## src/rtl/vscale_wb_stage_if.sv

```systemverilog
// X/WB boundary bundle: X-stage capture inputs, dmem/mul-div responses and
// register-file writeback outputs of vscale_wb_stage.
interface vscale_wb_stage_if #(
   parameter int XPR_LEN        = 32,
   parameter int REG_ADDR_WIDTH = 5
);
   logic                      ex_valid;
   logic                      kill_X;
   logic [XPR_LEN-1:0]        alu_out;
   logic [REG_ADDR_WIDTH-1:0] rd_X;
   logic                      wen_X;
   logic [1:0]                wb_src_sel_X;
   logic [2:0]                mem_type_X;
   logic [XPR_LEN-1:0]        csr_rdata;
   logic                      dmem_resp_valid;
   logic [XPR_LEN-1:0]        dmem_rdata;
   logic                      md_resp_valid;
   logic [XPR_LEN-1:0]        md_resp_result;
   logic                      stall_WB;
   logic                      wb_wen;
   logic [REG_ADDR_WIDTH-1:0] wb_rd;
   logic [XPR_LEN-1:0]        wb_data;
   logic                      bypass_valid;
   logic                      retire;
   logic                      exception_WB;

   modport slave (
      input  ex_valid, kill_X, alu_out, rd_X, wen_X, wb_src_sel_X, mem_type_X,
             csr_rdata, dmem_resp_valid, dmem_rdata, md_resp_valid, md_resp_result,
      output stall_WB, wb_wen, wb_rd, wb_data, bypass_valid, retire, exception_WB
   );

   modport master (
      output ex_valid, kill_X, alu_out, rd_X, wen_X, wb_src_sel_X, mem_type_X,
             csr_rdata, dmem_resp_valid, dmem_rdata, md_resp_valid, md_resp_result,
      input  stall_WB, wb_wen, wb_rd, wb_data, bypass_valid, retire, exception_WB
   );
endinterface

```

## src/rtl/vscale_wb_stage.sv

```systemverilog
// Writeback stage: registers X results, waits for dmem/mul-div responses, aligns loads.
// Optional misaligned-load exception enabled by defining VSCALE_WB_MISALIGN_CHECK_EN.
module vscale_wb_stage #(
   parameter int XPR_LEN        = 32,
   parameter int REG_ADDR_WIDTH = 5
) (
   input logic              clk,
   input logic              reset,
   vscale_wb_stage_if.slave wb
);
   typedef enum logic [1:0] {S_IDLE, S_DONE, S_WAIT} state_t;

   typedef enum logic [1:0] {SRC_ALU = 2'd0, SRC_MEM = 2'd1, SRC_CSR = 2'd2, SRC_MD = 2'd3} src_t;

   typedef enum logic [2:0] {
      MT_B = 3'd0, MT_H = 3'd1, MT_W = 3'd2, MT_BU = 3'd4, MT_HU = 3'd5
   } mem_t;

   state_t                    state, next_state;
   logic [XPR_LEN-1:0]        alu_q, csr_q;
   logic [REG_ADDR_WIDTH-1:0] rd_q;
   logic                      wen_q;
   logic [1:0]                sel_q;
   logic [2:0]                mt_q;
   logic                      resp_match, result_avail, stall, exc, misaligned_X;
   logic [7:0]                ld_byte;
   logic [15:0]               ld_half;
   logic [XPR_LEN-1:0]        load_data, data_mux;

`ifdef VSCALE_WB_MISALIGN_CHECK_EN
   logic misaligned_q;

   always_comb begin
      misaligned_X = 1'b0;
      if (wb.wb_src_sel_X == SRC_MEM) begin
         case (wb.mem_type_X)
            MT_B, MT_BU: misaligned_X = 1'b0;
            MT_H, MT_HU: misaligned_X = wb.alu_out[0];
            default:     misaligned_X = |wb.alu_out[1:0];
         endcase
      end
   end

   always_ff @(posedge clk or posedge reset) begin
      if (reset)       misaligned_q <= 1'b0;
      else if (!stall) misaligned_q <= misaligned_X;
   end

   // A misaligned load retires nothing; it only flags the exception while in DONE.
   assign exc = (state == S_DONE) && misaligned_q;
`else
   assign misaligned_X = 1'b0;
   assign exc          = 1'b0;
`endif

   always_comb begin
      next_state = state;
      if (!stall) begin
         if (wb.ex_valid && !wb.kill_X) begin
            if ((wb.wb_src_sel_X == SRC_MEM || wb.wb_src_sel_X == SRC_MD) && !misaligned_X)
               next_state = S_WAIT;
            else
               next_state = S_DONE;
         end else begin
            next_state = S_IDLE;
         end
      end
   end

   always_ff @(posedge clk or posedge reset) begin
      if (reset) state <= S_IDLE;
      else       state <= next_state;
   end

   always_ff @(posedge clk or posedge reset) begin
      if (reset) begin
         alu_q <= '0;
         csr_q <= '0;
         rd_q  <= '0;
         wen_q <= 1'b0;
         sel_q <= '0;
         mt_q  <= '0;
      end else if (!stall) begin
         alu_q <= wb.alu_out;
         csr_q <= wb.csr_rdata;
         rd_q  <= wb.rd_X;
         wen_q <= wb.wen_X;
         sel_q <= wb.wb_src_sel_X;
         mt_q  <= wb.mem_type_X;
      end
   end

   // Only the response type the held instruction is waiting for counts.
   always_comb begin
      resp_match = 1'b0;
      case (sel_q)
         SRC_MEM: resp_match = wb.dmem_resp_valid;
         SRC_MD:  resp_match = wb.md_resp_valid;
         default: resp_match = 1'b0;
      endcase
   end

   assign stall        = (state == S_WAIT) && !resp_match;
   assign result_avail = (state == S_DONE) || ((state == S_WAIT) && resp_match);

   always_comb begin
      ld_half = alu_q[1] ? wb.dmem_rdata[31:16] : wb.dmem_rdata[15:0];
      ld_byte = alu_q[0] ? ld_half[15:8] : ld_half[7:0];
      case (mt_q)
         MT_B:    load_data = {{(XPR_LEN-8){ld_byte[7]}}, ld_byte};
         MT_BU:   load_data = {{(XPR_LEN-8){1'b0}}, ld_byte};
         MT_H:    load_data = {{(XPR_LEN-16){ld_half[15]}}, ld_half};
         MT_HU:   load_data = {{(XPR_LEN-16){1'b0}}, ld_half};
         default: load_data = wb.dmem_rdata;
      endcase
   end

   always_comb begin
      data_mux = alu_q;
      case (sel_q)
         SRC_MEM: data_mux = load_data;
         SRC_CSR: data_mux = csr_q;
         SRC_MD:  data_mux = wb.md_resp_result;
         default: data_mux = alu_q;
      endcase
   end

   assign wb.stall_WB     = stall;
   assign wb.wb_wen       = result_avail && wen_q && (rd_q != '0) && !exc;
   assign wb.wb_rd        = rd_q;
   assign wb.wb_data      = data_mux;
   assign wb.bypass_valid = wb.wb_wen;
   assign wb.retire       = result_avail && !exc;
   assign wb.exception_WB = exc;
endmodule

```

## src/flat_wrapper.sv

```systemverilog
// flat-port wrapper written by rule: the top's interface ports become plain ports
module vscale_wb_stage_flat 
#(
   parameter int XPR_LEN        = 32,
   parameter int REG_ADDR_WIDTH = 5
)
  (clk, reset, wb_ex_valid, wb_kill_X, wb_alu_out, wb_rd_X, wb_wen_X, wb_wb_src_sel_X, wb_mem_type_X, wb_csr_rdata, wb_dmem_resp_valid, wb_dmem_rdata, wb_md_resp_valid, wb_md_resp_result, wb_stall_WB, wb_wb_wen, wb_wb_rd, wb_wb_data, wb_bypass_valid, wb_retire, wb_exception_WB);
  vscale_wb_stage_if #(.XPR_LEN(XPR_LEN), .REG_ADDR_WIDTH(REG_ADDR_WIDTH)) wb_i ();
  input logic clk;
  input logic reset;
  input wire logic [$bits(wb_i.ex_valid)-1:0] wb_ex_valid;
  input wire logic [$bits(wb_i.kill_X)-1:0] wb_kill_X;
  input wire logic [$bits(wb_i.alu_out)-1:0] wb_alu_out;
  input wire logic [$bits(wb_i.rd_X)-1:0] wb_rd_X;
  input wire logic [$bits(wb_i.wen_X)-1:0] wb_wen_X;
  input wire logic [$bits(wb_i.wb_src_sel_X)-1:0] wb_wb_src_sel_X;
  input wire logic [$bits(wb_i.mem_type_X)-1:0] wb_mem_type_X;
  input wire logic [$bits(wb_i.csr_rdata)-1:0] wb_csr_rdata;
  input wire logic [$bits(wb_i.dmem_resp_valid)-1:0] wb_dmem_resp_valid;
  input wire logic [$bits(wb_i.dmem_rdata)-1:0] wb_dmem_rdata;
  input wire logic [$bits(wb_i.md_resp_valid)-1:0] wb_md_resp_valid;
  input wire logic [$bits(wb_i.md_resp_result)-1:0] wb_md_resp_result;
  output wire logic [$bits(wb_i.stall_WB)-1:0] wb_stall_WB;
  output wire logic [$bits(wb_i.wb_wen)-1:0] wb_wb_wen;
  output wire logic [$bits(wb_i.wb_rd)-1:0] wb_wb_rd;
  output wire logic [$bits(wb_i.wb_data)-1:0] wb_wb_data;
  output wire logic [$bits(wb_i.bypass_valid)-1:0] wb_bypass_valid;
  output wire logic [$bits(wb_i.retire)-1:0] wb_retire;
  output wire logic [$bits(wb_i.exception_WB)-1:0] wb_exception_WB;
  assign wb_i.ex_valid = wb_ex_valid;
  assign wb_i.kill_X = wb_kill_X;
  assign wb_i.alu_out = wb_alu_out;
  assign wb_i.rd_X = wb_rd_X;
  assign wb_i.wen_X = wb_wen_X;
  assign wb_i.wb_src_sel_X = wb_wb_src_sel_X;
  assign wb_i.mem_type_X = wb_mem_type_X;
  assign wb_i.csr_rdata = wb_csr_rdata;
  assign wb_i.dmem_resp_valid = wb_dmem_resp_valid;
  assign wb_i.dmem_rdata = wb_dmem_rdata;
  assign wb_i.md_resp_valid = wb_md_resp_valid;
  assign wb_i.md_resp_result = wb_md_resp_result;
  assign wb_stall_WB = wb_i.stall_WB;
  assign wb_wb_wen = wb_i.wb_wen;
  assign wb_wb_rd = wb_i.wb_rd;
  assign wb_wb_data = wb_i.wb_data;
  assign wb_bypass_valid = wb_i.bypass_valid;
  assign wb_retire = wb_i.retire;
  assign wb_exception_WB = wb_i.exception_WB;
  vscale_wb_stage #(.XPR_LEN(XPR_LEN), .REG_ADDR_WIDTH(REG_ADDR_WIDTH)) u_core (.clk(clk), .reset(reset), .wb(wb_i));
endmodule
```

## config.mk

```make
export PLATFORM = sky130hd
export DESIGN_NAME = vscale_wb_stage_flat
export DESIGN_NICKNAME = d
export VERILOG_FILES = /design/src/rtl/vscale_wb_stage_if.sv /design/src/rtl/vscale_wb_stage.sv /design/src/flat_wrapper.sv
export SDC_FILE = /design/constraint.sdc
export NUM_CORES = 1
export LEC_CHECK = 0
export BUFFER_PORTS_ARGS = -buffer_cell sky130_fd_sc_hd__buf_2
export CAP_MARGIN = 10
export CORE_ASPECT_RATIO = 1.2
export CORE_MARGIN = 2
export CORE_UTILIZATION = 48
export CTS_CLUSTER_DIAMETER = 200
export CTS_CLUSTER_SIZE = 16
export DETAILED_ROUTE_END_ITERATION = 10
export GPL_TIMING_DRIVEN = 0
export PLACE_DENSITY = 0.9
export SLEW_MARGIN = 40
export SYNTH_ARGS = -nofsm -noshare
export SYNTH_HDL_FRONTEND = slang
export SYNTH_SLANG_ARGS = --single-unit
```

## constraint.sdc

```tcl
create_clock -name clk -period 2.85 [get_ports clk]
set_clock_uncertainty 0.2 [all_clocks]
set_input_delay 0.4275 -clock clk [delete_from_list [all_inputs] [get_ports clk]]
set_output_delay 0.4275 -clock clk [all_outputs]
set_load 0.02 [all_outputs]
```

After elaboration in Yosys (flattened, before gate mapping)
Cells that the tools add are included.
- input port bits: 145
- output and inout bits: 42
- word-level logic and storage cells: 35
- register bits after elaboration: 77
- equality and inequality tests: 10
- multiplexer cells: 7
- reductions and logical operators: 11
- operators with widths (kind ; number):
    $pmux W32 S4 ; 1
    $pmux W32 S3 ; 1
    $mux W16 ; 1
    $eq A2 B2 Y1 const B ; 4
    $mux W8 ; 1
    $eq A2 B1 Y1 const B ; 3
    $eq A3 B3 Y1 const B ; 2
    $logic_and A1 B1 Y1 ; 5
    $reduce_bool A5 Y1 ; 1
    $mux W2 ; 2
    $eq A3 B1 Y1 const B ; 1
    $logic_not A3 Y1 ; 1
    $logic_not A1 Y1 ; 2
    $logic_or A1 B1 Y1 ; 2
    $pmux W1 S2 ; 1

Depth between registers and ports, before layout
- depth after elaboration: 6
- depth in mapped cells: 7

Least setup slack after synthesis
No wires, ideal clock.
- path type: flip-flop to output port
- start: register u_core.alu_q[1]
- end: output wb_wb_data[11]
- buffers on the path: 2
- setup slack: 456 ps
- data required time: 2223 ps
- arrival time: 1767 ps
- cell stages (with the launch flop): 7
- cell sequence: dfrtp_1 buf_1 nand2b_1 clkbuf_1 o22ai_1 a22o_1 o21ai_0
- longest elaborated chain between the ends: 4
- ends and longest elaborated chain (item ; RTL line ; text):
    start: declaration ; vscale_wb_stage.sv:20 ; logic [XPR_LEN-1:0] alu_q, csr_q;
    start signal: assignment ; vscale_wb_stage.sv:84 ; alu_q <= wb.alu_out;
    $mux W16 * ; vscale_wb_stage.sv:107 ; ld_half = alu_q[1] ? wb.dmem_rdata[31:16] : wb.dmem_rdata[15:0];
    $mux W8 ; vscale_wb_stage.sv:108 ; ld_byte = alu_q[0] ? ld_half[15:8] : ld_half[7:0];
    $pmux W32 S4 * ; vscale_wb_stage.sv:109 ; case (mt_q)
    $pmux W32 S3 * ; vscale_wb_stage.sv:120 ; case (sel_q)
    end: declaration ; flat_wrapper.sv:26 ; output wire logic [$bits(wb_i.wb_data)-1:0] wb_wb_data;
Mark *: on every way between the ends. The rest lies on a longest branch, timed or not.

Worst setup path after layout
- start: register u_core.alu_q[0]
- end: output wb_wb_data[21]
- longest elaborated chain between the ends: 3
- ends and longest elaborated chain (item ; RTL line):
    $mux W8 ; vscale_wb_stage.sv:108
    $pmux W32 S4 ; vscale_wb_stage.sv:109
    $pmux W32 S3 ; vscale_wb_stage.sv:120
Every way passes these cells.

==> impl_results.md <==
* Avg Cell Area, Syn at 11.26 sq um
* Post-route core utilization at 0.6510
* R2R Path End: u_core.alu_q[16]
* Reg-to-reg setup timing slack at 0.53 ns
* Largest fanout on the critical path at 10
* Floorplan Core Area at 0.008939 sq mm
* Total overflow reported by the global router at 0
* Post-Syn Nets at 533
* Port buffer count at 185
* Setup violations, final at 0
* Hold-critical path depth at 2
* Min-delay worst type: in -> reg
* Highest ir drop seen on vdd at 0.0003696 V
* Initial antenna violation count at 1
* Dpl cells at 694
* CP Capture Type: output port
* Clock slew seen by the registers of the worst setup and hold paths at 0.08 ns
* YS warnings at 0
* Critical setup path kind: reg -> out
* Setup crit start: u_core.alu_q[0]
* CTS tree: built
* Number of cells traversed by the worst register-to-register path at 7
* Routed length per placed instance at 19.70 microns
* Post-synth top area cell: sky130_fd_sc_hd__dfrtp_1
* Layout-stage area growth over the synthesis result at 33.19%
* Number of buffers inserted during clock tree synthesis at 9
* Final Hold Violating Endpoints at 0
* # IOs at 187
* Die Wd at 91.10 microns
* First-pass GRT wire length at 21280 microns
* Post-synthesis instance area at 0.004369 sq mm
* Yosys cell types at 41
* CTS H-tree lvls at 3
* Static power due to leakage at 2.723 nW
* Top cells by area in the synthesized netlist: sky130_fd_sc_hd__dfrtp_1 44%, sky130_fd_sc_hd__mux2_2 23%, sky130_fd_sc_hd__a22oi_1 5.3%
* Number of remaining DRC errors at 0
* # fillers at 766
* Starting Density at 0.4888
* Starting DRC count in detailed routing at 240
* Number of nets with antenna violations after routing at 0
* Unrepaired setup endpoints after global routing: false
* Number of synthesized register bits at 77
* Net count of the finished layout at 732
* Worst flop-to-flop path startpoint: u_core.sel_q[1]
* Pre-Repair DR Iteration Count at 5
* Drt via density at 5.669
* Overall power after layout at 3.901 mW
* Power density over the cells at 670.3 mW/mm^2
* Part of the Yosys area used for sequential elements at 0.4410
* DIE AREA at 0.009885 sq mm
* Hold path endpoint: u_core.state[0]
* Fraction of synthesized cell area taken by the top area cell type at 0.4410
* Max Clock Freq at 0.3594 GHz
* Slew Limit Headroom at 0.5920
* Total global routing track utilization at 0.2833
* Number of maximum-capacitance violations at 0
* Largest net degree at the start of global routing at 42
* Post-layout minimum cycle time at 2.783 ns
* Main flop type after synthesis: sky130_fd_sc_hd__dfrtp_1
* Detailed placement HPWL at 10760 microns
* Number of global-route vias before repair at 4175
* Required @ worst endpoint at 2.22 ns
* Period utilization at 0.9763
* Count of mapped cells out of synthesis at 388
* EDFF count, synth at 0
* Final max-slew violation count at 0
* GPL Wtd Cong at 0.9465
* Number of standard cells in the final layout excluding fillers at 713
* CP Launch Type: register
* Vias after detailed routing at 4042
* Most frequently used cell type in the post-synthesis netlist: sky130_fd_sc_hd__mux2_2
* Worst Tran Pin Value at 0.6120 ns
* Run status: complete, no violations
* Clock latency at the later pin of the worst-skew pair at 0.36 ns
* Fraction of registers with async set/reset at 1.000
* Final wirelength at 14050 microns
* Total clock sinks at 77
* Cell at the root of the clock tree: sky130_fd_sc_hd__clkbuf_8
* Commonest cells in the netlist: 89 x sky130_fd_sc_hd__mux2_2, 77 x sky130_fd_sc_hd__dfrtp_1, 31 x sky130_fd_sc_hd__a22oi_1
* Origin of the worst min-delay path: wb_kill_X
* Chip Height at 108.5 microns
* Data arrival time of the critical path at 2.16 ns
* Fraction of layout instances using a drive strength above 1 at 0.5574
* Number of rows created at floorplan at 38
* Clock tree buffer depth at 2
[cell families after synthesis]
| group | share of synthesized area |
|---|---|
| multiplexers | 0.2930 |
| AO/OA/AOI/OAI | 0.1767 |
| buffers and inverters | 0.04610 |
| flip-flops | 0.4410 |
| AND/OR/NAND/NOR | 0.04238 |
| other | 0.0008583 |
[report_power, final]
group	internal, mW	switching, mW
Sequential	1.26	0.101
Clock	0.588	0.408
Combinational	0.677	0.866
Total	2.53	1.37
[registers in the layout, summed over array words and instances (netlist names)]
| signal | flops |
|---|---|
| u_core.wb.wb_rd | 5 |
| u_core.csr_q | 32 |
| u_core.mt_q | 3 |
| u_core.alu_q | 32 |
| u_core.state | 2 |
| u_core.wen_q | 1 |
| u_core.sel_q | 2 |
[routing by layer]
| metal | global-route usage | routed length (microns) | up-vias |
|---|---|---|---|
| met5 | 0 | 0 | - |
| met4 | 0.1050 | 306 | 0 |
| met3 | 0.06063 | 1125 | 26 |
| met2 | 0.4926 | 7081 | 195 |
| met1 | 0.3477 | 5535 | 1967 |
| li1 | - | - | 1854 |
[timing repair]
item / 4_1_cts / 5_1_grt
buffers inserted: 1 / 0
endpoints found under the setup margin: 30 / 15
resized for setup: 19 / 17
pin swaps: 1 / 0
hold buffers: 1 / 0
endpoints found under the hold margin: 36 / 0
[worst max-delay path: stages (launching register included)]
cell	delay, ns
sky130_fd_sc_hd__dfrtp_2	0.46
sky130_fd_sc_hd__mux2_2	0.38
sky130_fd_sc_hd__mux2_2	0.30
sky130_fd_sc_hd__a2bb2oi_4	0.17
sky130_fd_sc_hd__clkbuf_8	0.19
sky130_fd_sc_hd__o21ai_0	0.12
sky130_fd_sc_hd__buf_2	0.18
[placed cells by master, fill, tap and decap left out, types with 3 or more instances in the layout]
cell / instances
sky130_fd_sc_hd__buf_2: 191
sky130_fd_sc_hd__mux2_2: 89
sky130_fd_sc_hd__dfrtp_1: 76
sky130_fd_sc_hd__a22oi_1: 30
sky130_fd_sc_hd__o21ai_0: 30
sky130_fd_sc_hd__mux2_1: 20
sky130_fd_sc_hd__a21oi_1: 18
sky130_fd_sc_hd__clkbuf_8: 14
sky130_fd_sc_hd__inv_1: 10
sky130_fd_sc_hd__clkbuf_2: 9
sky130_fd_sc_hd__nor2_1: 9
sky130_fd_sc_hd__nand2_1: 9
sky130_fd_sc_hd__buf_4: 8
sky130_fd_sc_hd__o22ai_1: 7
sky130_fd_sc_hd__clkbuf_1: 6
sky130_fd_sc_hd__o31ai_1: 6
sky130_fd_sc_hd__o32ai_1: 5
sky130_fd_sc_hd__a22o_1: 5
sky130_fd_sc_hd__nor2b_1: 4
sky130_fd_sc_hd__nand2b_1: 4
sky130_fd_sc_hd__mux2i_1: 3
sky130_fd_sc_hd__o21ai_1: 3
[final cells by class]
| class | count | area, sq um | area share |
|---|---|---|---|
| Sequential cell | 77 | 1928 | 0.3313 |
| Buffer | 33 | 201.4 | 0.03462 |
| Clock inverter | 3 | 65.06 | 0.01118 |
| Inverter | 11 | 46.29 | 0.007955 |
| Timing Repair Buffer | 188 | 963.4 | 0.1656 |
| Clock buffer | 13 | 178.9 | 0.03075 |
| Antenna cell | 1 | 2.502 | 0.0004300 |
| Tap cell | 120 | 150.1 | 0.02580 |
| Multi-Input combinational cell | 267 | 2283 | 0.3924 |
[metrics by stage]
stage	instance area, sq um	hold slack [ns]	setup slack [ns]	setup TNS, ns
floorplan	4369	0.2646	0.2558	0
global placement	5445	0.2743	-0.5661	-43.23
detailed placement	5470	0.2512	0.04322	0
CTS	5784	0.02025	0.01492	0
global route	5819	0.04611	0.006568	0
finish	5819	0.03314	0.06742	0
[how the worst max path moves through the flow]
stage	to	slack, ns	cells after the start
floorplan	u_core.alu_q[0]	0.26	1
global placement	u_core.csr_q[16]	-0.57	2
detailed placement	wb_wb_data[15]	0.04	6
CTS	wb_wb_data[6]	0.01	6
global route	wb_wb_data[8]	0.007	5
finish	wb_wb_data[21]	0.07	6
No activity file was read; power rests on OpenSTA's default activity.
